### src/rtl/mips_pkg.sv
// Shared definitions for the multicycle MIPS control path: FSM states,
// instruction field codes, ALU operation codes, mux encodings and error codes.
package mips_pkg;

   typedef enum logic [3:0] {
      ST_IDLE,
      ST_FETCH,
      ST_DECODE,
      ST_MEMADR,
      ST_MEMRD,
      ST_MEMWR,
      ST_MEMWB,
      ST_EXEC_R,
      ST_EXEC_I,
      ST_ALUWB,
      ST_BRANCH,
      ST_JUMP,
      ST_TRAP
   } state_t;

   // Opcodes (instruction [31:26])
   localparam logic [5:0] OP_RTYPE = 6'b000000;
   localparam logic [5:0] OP_LW    = 6'b100011;
   localparam logic [5:0] OP_SW    = 6'b101011;
   localparam logic [5:0] OP_ADDI  = 6'b001000;
   localparam logic [5:0] OP_BEQ   = 6'b000100;
   localparam logic [5:0] OP_J     = 6'b000010;

   // R-type function codes (instruction [5:0])
   localparam logic [5:0] FUNC_ADD = 6'b100000;
   localparam logic [5:0] FUNC_SUB = 6'b100010;
   localparam logic [5:0] FUNC_AND = 6'b100100;
   localparam logic [5:0] FUNC_OR  = 6'b100101;
   localparam logic [5:0] FUNC_SLT = 6'b101010;

   // ALU operations
   localparam logic [2:0] ALU_ADD = 3'b010;
   localparam logic [2:0] ALU_SUB = 3'b110;
   localparam logic [2:0] ALU_AND = 3'b000;
   localparam logic [2:0] ALU_OR  = 3'b001;
   localparam logic [2:0] ALU_SLT = 3'b111;

   // ALU B-operand select
   localparam logic [1:0] ALUB_RT      = 2'b00;
   localparam logic [1:0] ALUB_FOUR    = 2'b01;
   localparam logic [1:0] ALUB_IMM     = 2'b10;
   localparam logic [1:0] ALUB_IMM_SH2 = 2'b11;

   // PC source select
   localparam logic [1:0] PCSRC_ALU    = 2'b00;
   localparam logic [1:0] PCSRC_ALUOUT = 2'b01;
   localparam logic [1:0] PCSRC_JUMP   = 2'b10;

   // Sticky error codes
   localparam logic [1:0] ERR_NONE    = 2'b00;
   localparam logic [1:0] ERR_ILLEGAL = 2'b01;
   localparam logic [1:0] ERR_STALL   = 2'b10;

endpackage

### src/rtl/mips_multicycle_ctrl_if.sv
// Shared instruction/data memory handshake. The controller is the master:
// it raises mem_req with a stable address select and write qualifier and
// holds them until the memory answers with mem_ack.
interface mips_multicycle_ctrl_if;
   logic mem_req;
   logic mem_we;
   logic iord;
   logic mem_ack;

   modport master (output mem_req, output mem_we, output iord, input mem_ack);
   modport slave  (input mem_req, input mem_we, input iord, output mem_ack);
endinterface

### src/rtl/alu_decoder.sv
// Combinational R-type function decoder: maps func to an ALU operation and
// flags function codes the datapath does not implement.
module alu_decoder
   import mips_pkg::*;
(
   input  logic [5:0] func,
   output logic [2:0] aluctrl,
   output logic       legal
);

   // Map func to ALU op; unknown codes fall back to add and are flagged illegal
   always_comb begin
      aluctrl = ALU_ADD;
      legal   = 1'b1;
      case (func)
         FUNC_ADD: aluctrl = ALU_ADD;
         FUNC_SUB: aluctrl = ALU_SUB;
         FUNC_AND: aluctrl = ALU_AND;
         FUNC_OR:  aluctrl = ALU_OR;
         FUNC_SLT: aluctrl = ALU_SLT;
         default:  legal   = 1'b0;
      endcase
   end

endmodule

### src/rtl/mips_multicycle_ctrl.sv
// Multicycle MIPS sequencer: steps each instruction through fetch, decode,
// execute, memory and writeback, drives datapath enables and mux selects as
// Moore outputs, watches the memory handshake for stalls, counts retired
// instructions and latches a sticky error code on entry to TRAP.
module mips_multicycle_ctrl
   import mips_pkg::*;
#(
   parameter int unsigned STALL_LIMIT = 255
) (
   input  logic                   clk,
   input  logic                   reset_n,
   input  logic                   run,
   input  logic [5:0]             op,
   input  logic [5:0]             func,
   input  logic                   zero,
   mips_multicycle_ctrl_if.master mem,
   output logic                   ir_we,
   output logic                   pc_we,
   output logic                   reg_we,
   output logic                   regdst,
   output logic                   memtoreg,
   output logic                   alusrc_a,
   output logic [1:0]             alusrc_b,
   output logic [1:0]             pc_src,
   output logic [2:0]             aluctrl,
   output logic                   busy,
   output logic                   err,
   output logic [1:0]             err_code,
   output logic [31:0]            instr_retired
);

   localparam logic [7:0] STALL_LIMIT_C = 8'(STALL_LIMIT);

   state_t      state_reg, state_next;
   logic [7:0]  stall_cnt_reg, stall_cnt_next;
   logic [31:0] instr_retired_reg;
   logic        err_reg;
   logic [1:0]  err_code_reg;
   logic        wb_rd_reg, wb_rd_next;   // ALUWB destination: 1 = rd (R-type), 0 = rt (addi)
   logic        retire;
   logic [1:0]  trap_code;
   logic        mem_req_int, mem_we_int, iord_int;
   logic [2:0]  rfunc_aluctrl;
   logic        rfunc_legal;

   alu_decoder u_alu_decoder (
      .func    (func),
      .aluctrl (rfunc_aluctrl),
      .legal   (rfunc_legal)
   );

   // State, watchdog, retire counter and sticky error registers
   always_ff @(posedge clk or negedge reset_n) begin
      if (!reset_n) begin
         state_reg         <= ST_IDLE;
         stall_cnt_reg     <= 8'd0;
         instr_retired_reg <= 32'd0;
         err_reg           <= 1'b0;
         err_code_reg      <= ERR_NONE;
         wb_rd_reg         <= 1'b0;
      end else begin
         state_reg     <= state_next;
         stall_cnt_reg <= stall_cnt_next;
         wb_rd_reg     <= wb_rd_next;
         if (retire) begin
            instr_retired_reg <= instr_retired_reg + 32'd1;
         end
         if (trap_code != ERR_NONE) begin
            err_reg      <= 1'b1;
            err_code_reg <= trap_code;
         end
      end
   end

   // Next-state decode and per-state datapath controls
   always_comb begin
      state_next  = state_reg;
      wb_rd_next  = wb_rd_reg;
      retire      = 1'b0;
      trap_code   = ERR_NONE;
      mem_req_int = 1'b0;
      mem_we_int  = 1'b0;
      iord_int    = 1'b0;
      ir_we       = 1'b0;
      pc_we       = 1'b0;
      reg_we      = 1'b0;
      regdst      = 1'b0;
      memtoreg    = 1'b0;
      alusrc_a    = 1'b0;
      alusrc_b    = ALUB_RT;
      pc_src      = PCSRC_ALU;
      aluctrl     = ALU_AND;
      busy        = 1'b1;

      case (state_reg)
         ST_IDLE: begin
            busy = 1'b0;
            if (run) state_next = ST_FETCH;
         end
         ST_FETCH: begin
            mem_req_int = 1'b1;
            alusrc_b    = ALUB_FOUR;
            aluctrl     = ALU_ADD;
            ir_we       = mem.mem_ack;
            pc_we       = mem.mem_ack;
            if (mem.mem_ack) state_next = ST_DECODE;
         end
         ST_DECODE: begin
            // Precompute the branch target into ALUOut while dispatching
            alusrc_b = ALUB_IMM_SH2;
            aluctrl  = ALU_ADD;
            case (op)
               OP_RTYPE: begin
                  if (rfunc_legal) state_next = ST_EXEC_R;
                  else             trap_code  = ERR_ILLEGAL;
               end
               OP_LW, OP_SW: state_next = ST_MEMADR;
               OP_ADDI:      state_next = ST_EXEC_I;
               OP_BEQ:       state_next = ST_BRANCH;
               OP_J:         state_next = ST_JUMP;
               default:      trap_code  = ERR_ILLEGAL;
            endcase
         end
         ST_MEMADR: begin
            alusrc_a   = 1'b1;
            alusrc_b   = ALUB_IMM;
            aluctrl    = ALU_ADD;
            state_next = (op == OP_SW) ? ST_MEMWR : ST_MEMRD;
         end
         ST_MEMRD: begin
            mem_req_int = 1'b1;
            iord_int    = 1'b1;
            if (mem.mem_ack) state_next = ST_MEMWB;
         end
         ST_MEMWR: begin
            mem_req_int = 1'b1;
            mem_we_int  = 1'b1;
            iord_int    = 1'b1;
            if (mem.mem_ack) begin
               retire     = 1'b1;
               state_next = run ? ST_FETCH : ST_IDLE;
            end
         end
         ST_MEMWB: begin
            reg_we     = 1'b1;
            memtoreg   = 1'b1;
            retire     = 1'b1;
            state_next = run ? ST_FETCH : ST_IDLE;
         end
         ST_EXEC_R: begin
            alusrc_a   = 1'b1;
            alusrc_b   = ALUB_RT;
            aluctrl    = rfunc_aluctrl;
            wb_rd_next = 1'b1;
            state_next = ST_ALUWB;
         end
         ST_EXEC_I: begin
            alusrc_a   = 1'b1;
            alusrc_b   = ALUB_IMM;
            aluctrl    = ALU_ADD;
            wb_rd_next = 1'b0;
            state_next = ST_ALUWB;
         end
         ST_ALUWB: begin
            reg_we     = 1'b1;
            regdst     = wb_rd_reg;
            retire     = 1'b1;
            state_next = run ? ST_FETCH : ST_IDLE;
         end
         ST_BRANCH: begin
            alusrc_a   = 1'b1;
            alusrc_b   = ALUB_RT;
            aluctrl    = ALU_SUB;
            pc_src     = PCSRC_ALUOUT;
            pc_we      = zero;
            retire     = 1'b1;
            state_next = run ? ST_FETCH : ST_IDLE;
         end
         ST_JUMP: begin
            pc_src     = PCSRC_JUMP;
            pc_we      = 1'b1;
            retire     = 1'b1;
            state_next = run ? ST_FETCH : ST_IDLE;
         end
         ST_TRAP: begin
            busy = 1'b0;
         end
         default: begin
            busy       = 1'b0;
            state_next = ST_IDLE;
         end
      endcase

      // Watchdog: a request left unanswered at the limit traps; an ack wins
      if (mem_req_int && !mem.mem_ack && stall_cnt_reg == STALL_LIMIT_C) begin
         trap_code = ERR_STALL;
      end
      if (trap_code != ERR_NONE) begin
         state_next = ST_TRAP;
      end

      stall_cnt_next = (mem_req_int && !mem.mem_ack) ? stall_cnt_reg + 8'd1 : 8'd0;
   end

   assign mem.mem_req    = mem_req_int;
   assign mem.mem_we     = mem_we_int;
   assign mem.iord       = iord_int;
   assign err            = err_reg;
   assign err_code       = err_code_reg;
   assign instr_retired  = instr_retired_reg;

endmodule

### src/flat_wrapper.sv
// flat-port wrapper written by rule: the top's interface ports become plain ports
module mips_multicycle_ctrl_flat import mips_pkg::*;
#(
   parameter int unsigned STALL_LIMIT = 255
)
  (clk, reset_n, run, op, func, zero, ir_we, pc_we, reg_we, regdst, memtoreg, alusrc_a, alusrc_b, pc_src, aluctrl, busy, err, err_code, instr_retired, mem_mem_req, mem_mem_we, mem_iord, mem_mem_ack);
  mips_multicycle_ctrl_if mem_i ();
  input  logic clk;
  input  logic reset_n;
  input  logic run;
  input  logic [5:0] op;
  input  logic [5:0] func;
  input  logic zero;
  output logic ir_we;
  output logic pc_we;
  output logic reg_we;
  output logic regdst;
  output logic memtoreg;
  output logic alusrc_a;
  output logic [1:0] alusrc_b;
  output logic [1:0] pc_src;
  output logic [2:0] aluctrl;
  output logic busy;
  output logic err;
  output logic [1:0] err_code;
  output logic [31:0] instr_retired;
  output wire logic [$bits(mem_i.mem_req)-1:0] mem_mem_req;
  output wire logic [$bits(mem_i.mem_we)-1:0] mem_mem_we;
  output wire logic [$bits(mem_i.iord)-1:0] mem_iord;
  input wire logic [$bits(mem_i.mem_ack)-1:0] mem_mem_ack;
  assign mem_mem_req = mem_i.mem_req;
  assign mem_mem_we = mem_i.mem_we;
  assign mem_iord = mem_i.iord;
  assign mem_i.mem_ack = mem_mem_ack;
  mips_multicycle_ctrl #(.STALL_LIMIT(STALL_LIMIT)) u_core (.clk(clk), .reset_n(reset_n), .run(run), .op(op), .func(func), .zero(zero), .mem(mem_i), .ir_we(ir_we), .pc_we(pc_we), .reg_we(reg_we), .regdst(regdst), .memtoreg(memtoreg), .alusrc_a(alusrc_a), .alusrc_b(alusrc_b), .pc_src(pc_src), .aluctrl(aluctrl), .busy(busy), .err(err), .err_code(err_code), .instr_retired(instr_retired));
endmodule
### config.mk
export PLATFORM = sky130hd
export DESIGN_NAME = mips_multicycle_ctrl_flat
export DESIGN_NICKNAME = d
export VERILOG_FILES = /design/src/rtl/mips_pkg.sv /design/src/rtl/mips_multicycle_ctrl_if.sv /design/src/rtl/alu_decoder.sv /design/src/rtl/mips_multicycle_ctrl.sv /design/src/flat_wrapper.sv
export SDC_FILE = /design/constraint.sdc
export NUM_CORES = 1
export LEC_CHECK = 0
export CORE_AREA = 3 3 71 90
export CTS_CLUSTER_DIAMETER = 80
export CTS_CLUSTER_SIZE = 24
export DETAILED_ROUTE_END_ITERATION = 6
export DIE_AREA = 0 0 74 93
export PLACE_DENSITY = 0.78
export SLEW_MARGIN = 0
export SYNTH_ARGS = -nofsm -noshare
export SYNTH_HDL_FRONTEND = slang
export SYNTH_SLANG_ARGS = --single-unit
### constraint.sdc
create_clock -name clk -period 2.2 [get_ports clk]
set_input_delay 0.44 -clock clk [delete_from_list [all_inputs] [get_ports clk]]
set_output_delay 0.44 -clock clk [all_outputs]
set_load 0.05 [all_outputs]
## After elaboration in Yosys (flattened, before gate mapping)

Index checks and enable logic that the tools add are counted.

| cells by class | value |
|---|---|
| add/subtract/negate cells | 2 |
| equality and inequality tests | 30 |
| mux-type cells | 33 |
| reductions and logical operators | 20 |

Operators by type and width:

| operator | count |
|---|---|
| $eq A6 B6 Y1 const B | 7 |
| $pmux W4 S9 | 1 |
| $add A32 B1 Y32 const B | 1 |
| $mux W4 | 6 |
| $eq A4 B4 Y1 const B | 5 |
| $pmux W4 S5 | 1 |
| $eq A4 B3 Y1 const B | 4 |
| $mux W1 | 14 |
| $ne A3 B2 Y1 const B | 4 |
| $pmux W3 S4 | 1 |
| $reduce_or A4 Y1 | 3 |
| $reduce_or A11 Y1 | 1 |
| $reduce_or A2 Y1 | 5 |
| $reduce_or A5 Y1 | 2 |
| $pmux W3 S3 | 1 |
| $add A8 B1 Y8 const B | 1 |
| $eq A4 B2 Y1 const B | 2 |
| $eq A8 B8 Y1 const B | 1 |
| $mux W8 | 1 |
| $pmux W2 S2 | 2 |
| $ne A7 B5 Y1 const B | 1 |
| $reduce_and A7 Y1 | 1 |
| $eq A6 B2 Y1 const B | 1 |
| $eq A6 B3 Y1 const B | 1 |
| other kinds (14) | 18 |

| word-level totals | value |
|---|---|
| bits in registers | 48 |
| input bits | 17 |
| output and inout port bits | 52 |

## Depth between registers and ports, before layout

| logic depth | value |
|---|---|
| depth in word-level cells | 10 |
| mapped depth | 7 |

## Hierarchy

Synthesis repeated with hierarchy kept, for this count alone.

| unflattened totals | value |
|---|---|
| cells, all modules | 291 |
| area, all modules | 2,753.9 µm² |

Modules (own cells, without submodules):

| module | times used | cells an instance | area each (µm²) |
|---|---|---|---|
| mips_multicycle_ctrl | 1 | 282 | 2,667.6 |
| alu_decoder | 1 | 9 | 86.3 |

## Worst setup path before layout

No wires, ideal clock.

| path | value |
|---|---|
| path kind | register to output |
| from | register u_core.state_reg[1] |
| to | output ir_we |
| data arrival time | 2.497 ns |
| required time | 1.760 ns |
| setup slack | -0.737 ns |
| stages on the path, launching flop included | 5 |
| cell sequence | dfrtp_1 buf_6 buf_2 nand2b_1 nor4b_1 |

| on the way | value |
|---|---|
| longest elaborated chain between the ends | 2 |

Ends and longest elaborated chain:

| element | RTL line | source |
|---|---|---|
| from (decl) | mips_multicycle_ctrl.sv:34 | `state_t state_reg, state_next;` |
| from (signal assigned) | mips_multicycle_ctrl.sv:62 | `state_reg <= state_next;` |
| $eq A4 B1 Y1 | mips_multicycle_ctrl.sv:95 | `case (state_reg)` |
| $mux W1 | mips_multicycle_ctrl.sv:95 |  |
| to (decl) | flat_wrapper.sv:14 | `output logic ir_we;` |

Every way passes these cells.

## Worst setup path after layout

| path | value |
|---|---|
| from | register u_core.state_reg[3] |
| to | output pc_we |

| on the way | value |
|---|---|
| longest elaborated chain between the ends | 2 |

Ends and longest elaborated chain:

| element | RTL line | source |
|---|---|---|
| $eq A4 B4 Y1 or $eq A4 B1 Y1 (tied branches) | mips_multicycle_ctrl.sv:95 |  |
| $pmux W1 S3 * | mips_multicycle_ctrl.sv:95 |  |
| to (decl) | flat_wrapper.sv:15 | `output logic pc_we;` |

Mark *: on every way between the ends. The rest lies on a longest branch, timed or not.

==> impl_metrics.env <==
export IMPL_gp_congestion=0.867
export IMPL_largest_reg_flops=32
export IMPL_syn2layout_area_growth_pct=50.0
export IMPL_synth_edff_count=0
export IMPL_num_vias=2453
export IMPL_nets=407
export IMPL_max_cap_violations=0
export IMPL_slew_violations=0
export IMPL_htreeDepth=2
export IMPL_cp_top_family="simple AND/OR/NAND/NOR gates"
export IMPL_r2r_start="u_core.state_reg[0]"
export IMPL_placementRows=31
export IMPL_drc_errors=0
export IMPL_final_common_cell="clkdlybuf4s50_1"
export IMPL_drt_first_pass_iters=4
export IMPL_avgSynthCellArea_sq_um=9.31
export IMPL_p_per_area_mw_per_mm2=1070
export IMPL_drt_iter0_markers=90
export IMPL_die_y_um=93
export IMPL_cts_sinks=48
export IMPL_track_usage=0.206
export IMPL_dieArea_sq_mm=0.00688
export IMPL_max_slew_margin=0.635
export IMPL_vias_per_cell=5.39
export IMPL_fin_crit_sh=0.990
export IMPL_fin_skew_ns=0.00655
export IMPL_ys_flop_type="dfrtp_1"
export IMPL_root_buffer="clkbuf_8"
export IMPL_io_buffers=68
export IMPL_cts_tree="yes"
export IMPL_grt_max_degree=26
export IMPL_wl_per_cell_um=14.6
export IMPL_layout_common_cells="clkdlybuf4s50_1 (48), dfrtp_1 (45), buf_4 (31), nand2_1 (28), nor2_1 (26)"
export IMPL_clk_latency_ns=0.30
export IMPL_postRouteAntennaNets=0
export IMPL_ioPinCount=69
export IMPL_netlist_area_sq_mm=0.00271
export IMPL_synth_async_reset_ratio=1.00
export IMPL_min_path_type="in2async"
export IMPL_fp_dieW_um=74
export IMPL_grt_pass1_vias=2510
export IMPL_cts_buffer_depth=2
export IMPL_final_setup_viol_count=0
export IMPL_fin_setup_tns_ns=0
export IMPL_worst_pin_slew_ns=0.548
export IMPL_post_synth_num_cell_types=50
export IMPL_drive_above_1_share=0.237
export IMPL_slowest_stage="dfrtp_2"
export IMPL_hpwl_mm=5.26
export IMPL_worst_ep_required_time_ns=1.76
export IMPL_cp_max_fo=5
export IMPL_synth_seq_cells=48
export IMPL_ys_seq_area_frac=0.443
export IMPL_crit_start="u_core.state_reg[3]"
export IMPL_layout_setup_ws_ns=0.0219
export IMPL_post_place_ws_ns=-0.201
export IMPL_grt_pass1_wl_mm=11.3
export IMPL_arrival_ns=1.74
export IMPL_period_minus_slack_ns=2.18
export IMPL_max_clock_freq_mhz=459
export IMPL_ir_drop_uv=1110
export IMPL_worstPathBufferInverterCount=2
export IMPL_cts_hold_buf=0
export IMPL_wl_mm=6.62
export IMPL_grt_overflow_total=0
export IMPL_diodes=0
export IMPL_numCtsBuffers=5
export IMPL_path_class="reg2out"
export IMPL_syn_inst=291
export IMPL_critical_path_max_stage_delay_ns=0.45
export IMPL_endpoint_kind="output pin"
export IMPL_grt_setup_unrepaired="true"
export IMPL_antenna_found_initial=0
export IMPL_clkTransAtPathRegs_ns=0.09
export IMPL_core_area_sq_mm=0.00570
export IMPL_hold_viol_final=0
export IMPL_p_leak_nw=1.75
export IMPL_status="finished, final reports clean"
export IMPL_start_util=0.475
export IMPL_start_kind="flop"
export IMPL_ys_warn_count=0
export IMPL_path_cells="buf_6 > nand2b_4 > or3_4 > a21oi_4 > buf_12"
export IMPL_synth_nets=310
-- final timing paths --
path	end	slack (ns)	cells after the start
hold reg to reg	u_core.instr_retired[10]	0.48	1
setup reg to reg	u_core.state_reg[0]	0.22	6
hold / removal	u_core.instr_retired[26]	0.11	1
max in group asynchronous	u_core.instr_retired[12]	1.57	2
setup / recovery	pc_we	0.02	5
min in group clk	u_core.instr_retired[10]	0.48	1
-- cell usage after synthesis, types with 3 or more instances --
| cell type | instances | area share |
|---|---|---|
| nand2_1 | 28 | 0.039 |
| mux2i_1 | 3 | 0.011 |
| nor4_1 | 4 | 0.0092 |
| and4_1 | 5 | 0.016 |
| xnor2_1 | 23 | 0.074 |
| and3_1 | 4 | 0.0092 |
| nor2b_1 | 6 | 0.014 |
| xor2_1 | 16 | 0.052 |
| nand3_1 | 19 | 0.035 |
| clkbuf_1 | 5 | 0.0069 |
| nor3_1 | 14 | 0.026 |
| inv_1 | 6 | 0.0083 |
| o21ai_0 | 9 | 0.017 |
| nand2b_1 | 8 | 0.018 |
| nand4_1 | 5 | 0.012 |
| or3_1 | 4 | 0.0092 |
| dfrtp_1 | 48 | 0.44 |
| a21oi_1 | 12 | 0.022 |
| nor2_1 | 27 | 0.037 |
-- final cells by class --
cell class | instances | area (sq um)
clock buffers | 5 | 68.8
clock inverters | 3 | 42.5
fillers | 440 | 1640
inverters | 7 | 26.3
multi-input cells | 225 | 1540
flip-flops and latches | 48 | 1200
well taps | 66 | 82.6
repair buffers | 101 | 1100
-- metrics by stage --
step | hold slack, ns | std cells | instance area, sq um | utilization | power (mW)
after floorplan | 0.144 | 291 | 2760 | - | 2.62
after global placement | 0.447 | 443 | 3850 | 0.675 | 3.56
after detailed placement | 0.457 | 443 | 3850 | 0.675 | 3.59
after CTS | 0.122 | 451 | 3980 | 0.698 | 4.26
after global routing | 0.145 | 455 | 4060 | 0.713 | 4.59
final | 0.111 | 455 | 4060 | 0.713 | 4.35
-- routing by layer --
layer | up-vias | GRT usage | routed length [um]
li1 | 1208 | - | -
met1 | 1166 | 0.237 | 2610
met2 | 69 | 0.364 | 3450
met3 | 10 | 0.0484 | 411
met4 | 0 | 0.0755 | 154
met5 | - | 0 | 0
-- power by group --
part | internal, mW | total [mW] | switching [mW]
logic | 1.11 | 2.57 | 1.46
registers | 1.00 | 1.14 | 0.138
clock network | 0.336 | 0.636 | 0.300
-- kinds of logic after synthesis --
family          share of synthesized area
xor+xnor                            0.126
compound gates                     0.0983
simple gates                        0.269
buf+inv                            0.0314
fa+ha+maj                          0.0129
flops                               0.443
mux                                0.0194
-- timing repair --
item / in CTS / in global routing
buffers inserted: 0 / 4
pin swaps: 1 / 3
endpoints found under the hold margin: 0 / 0
resized for setup: 9 / 13
setup endpoints to repair: 9 / 6
(Power assumes the default switching activity.)
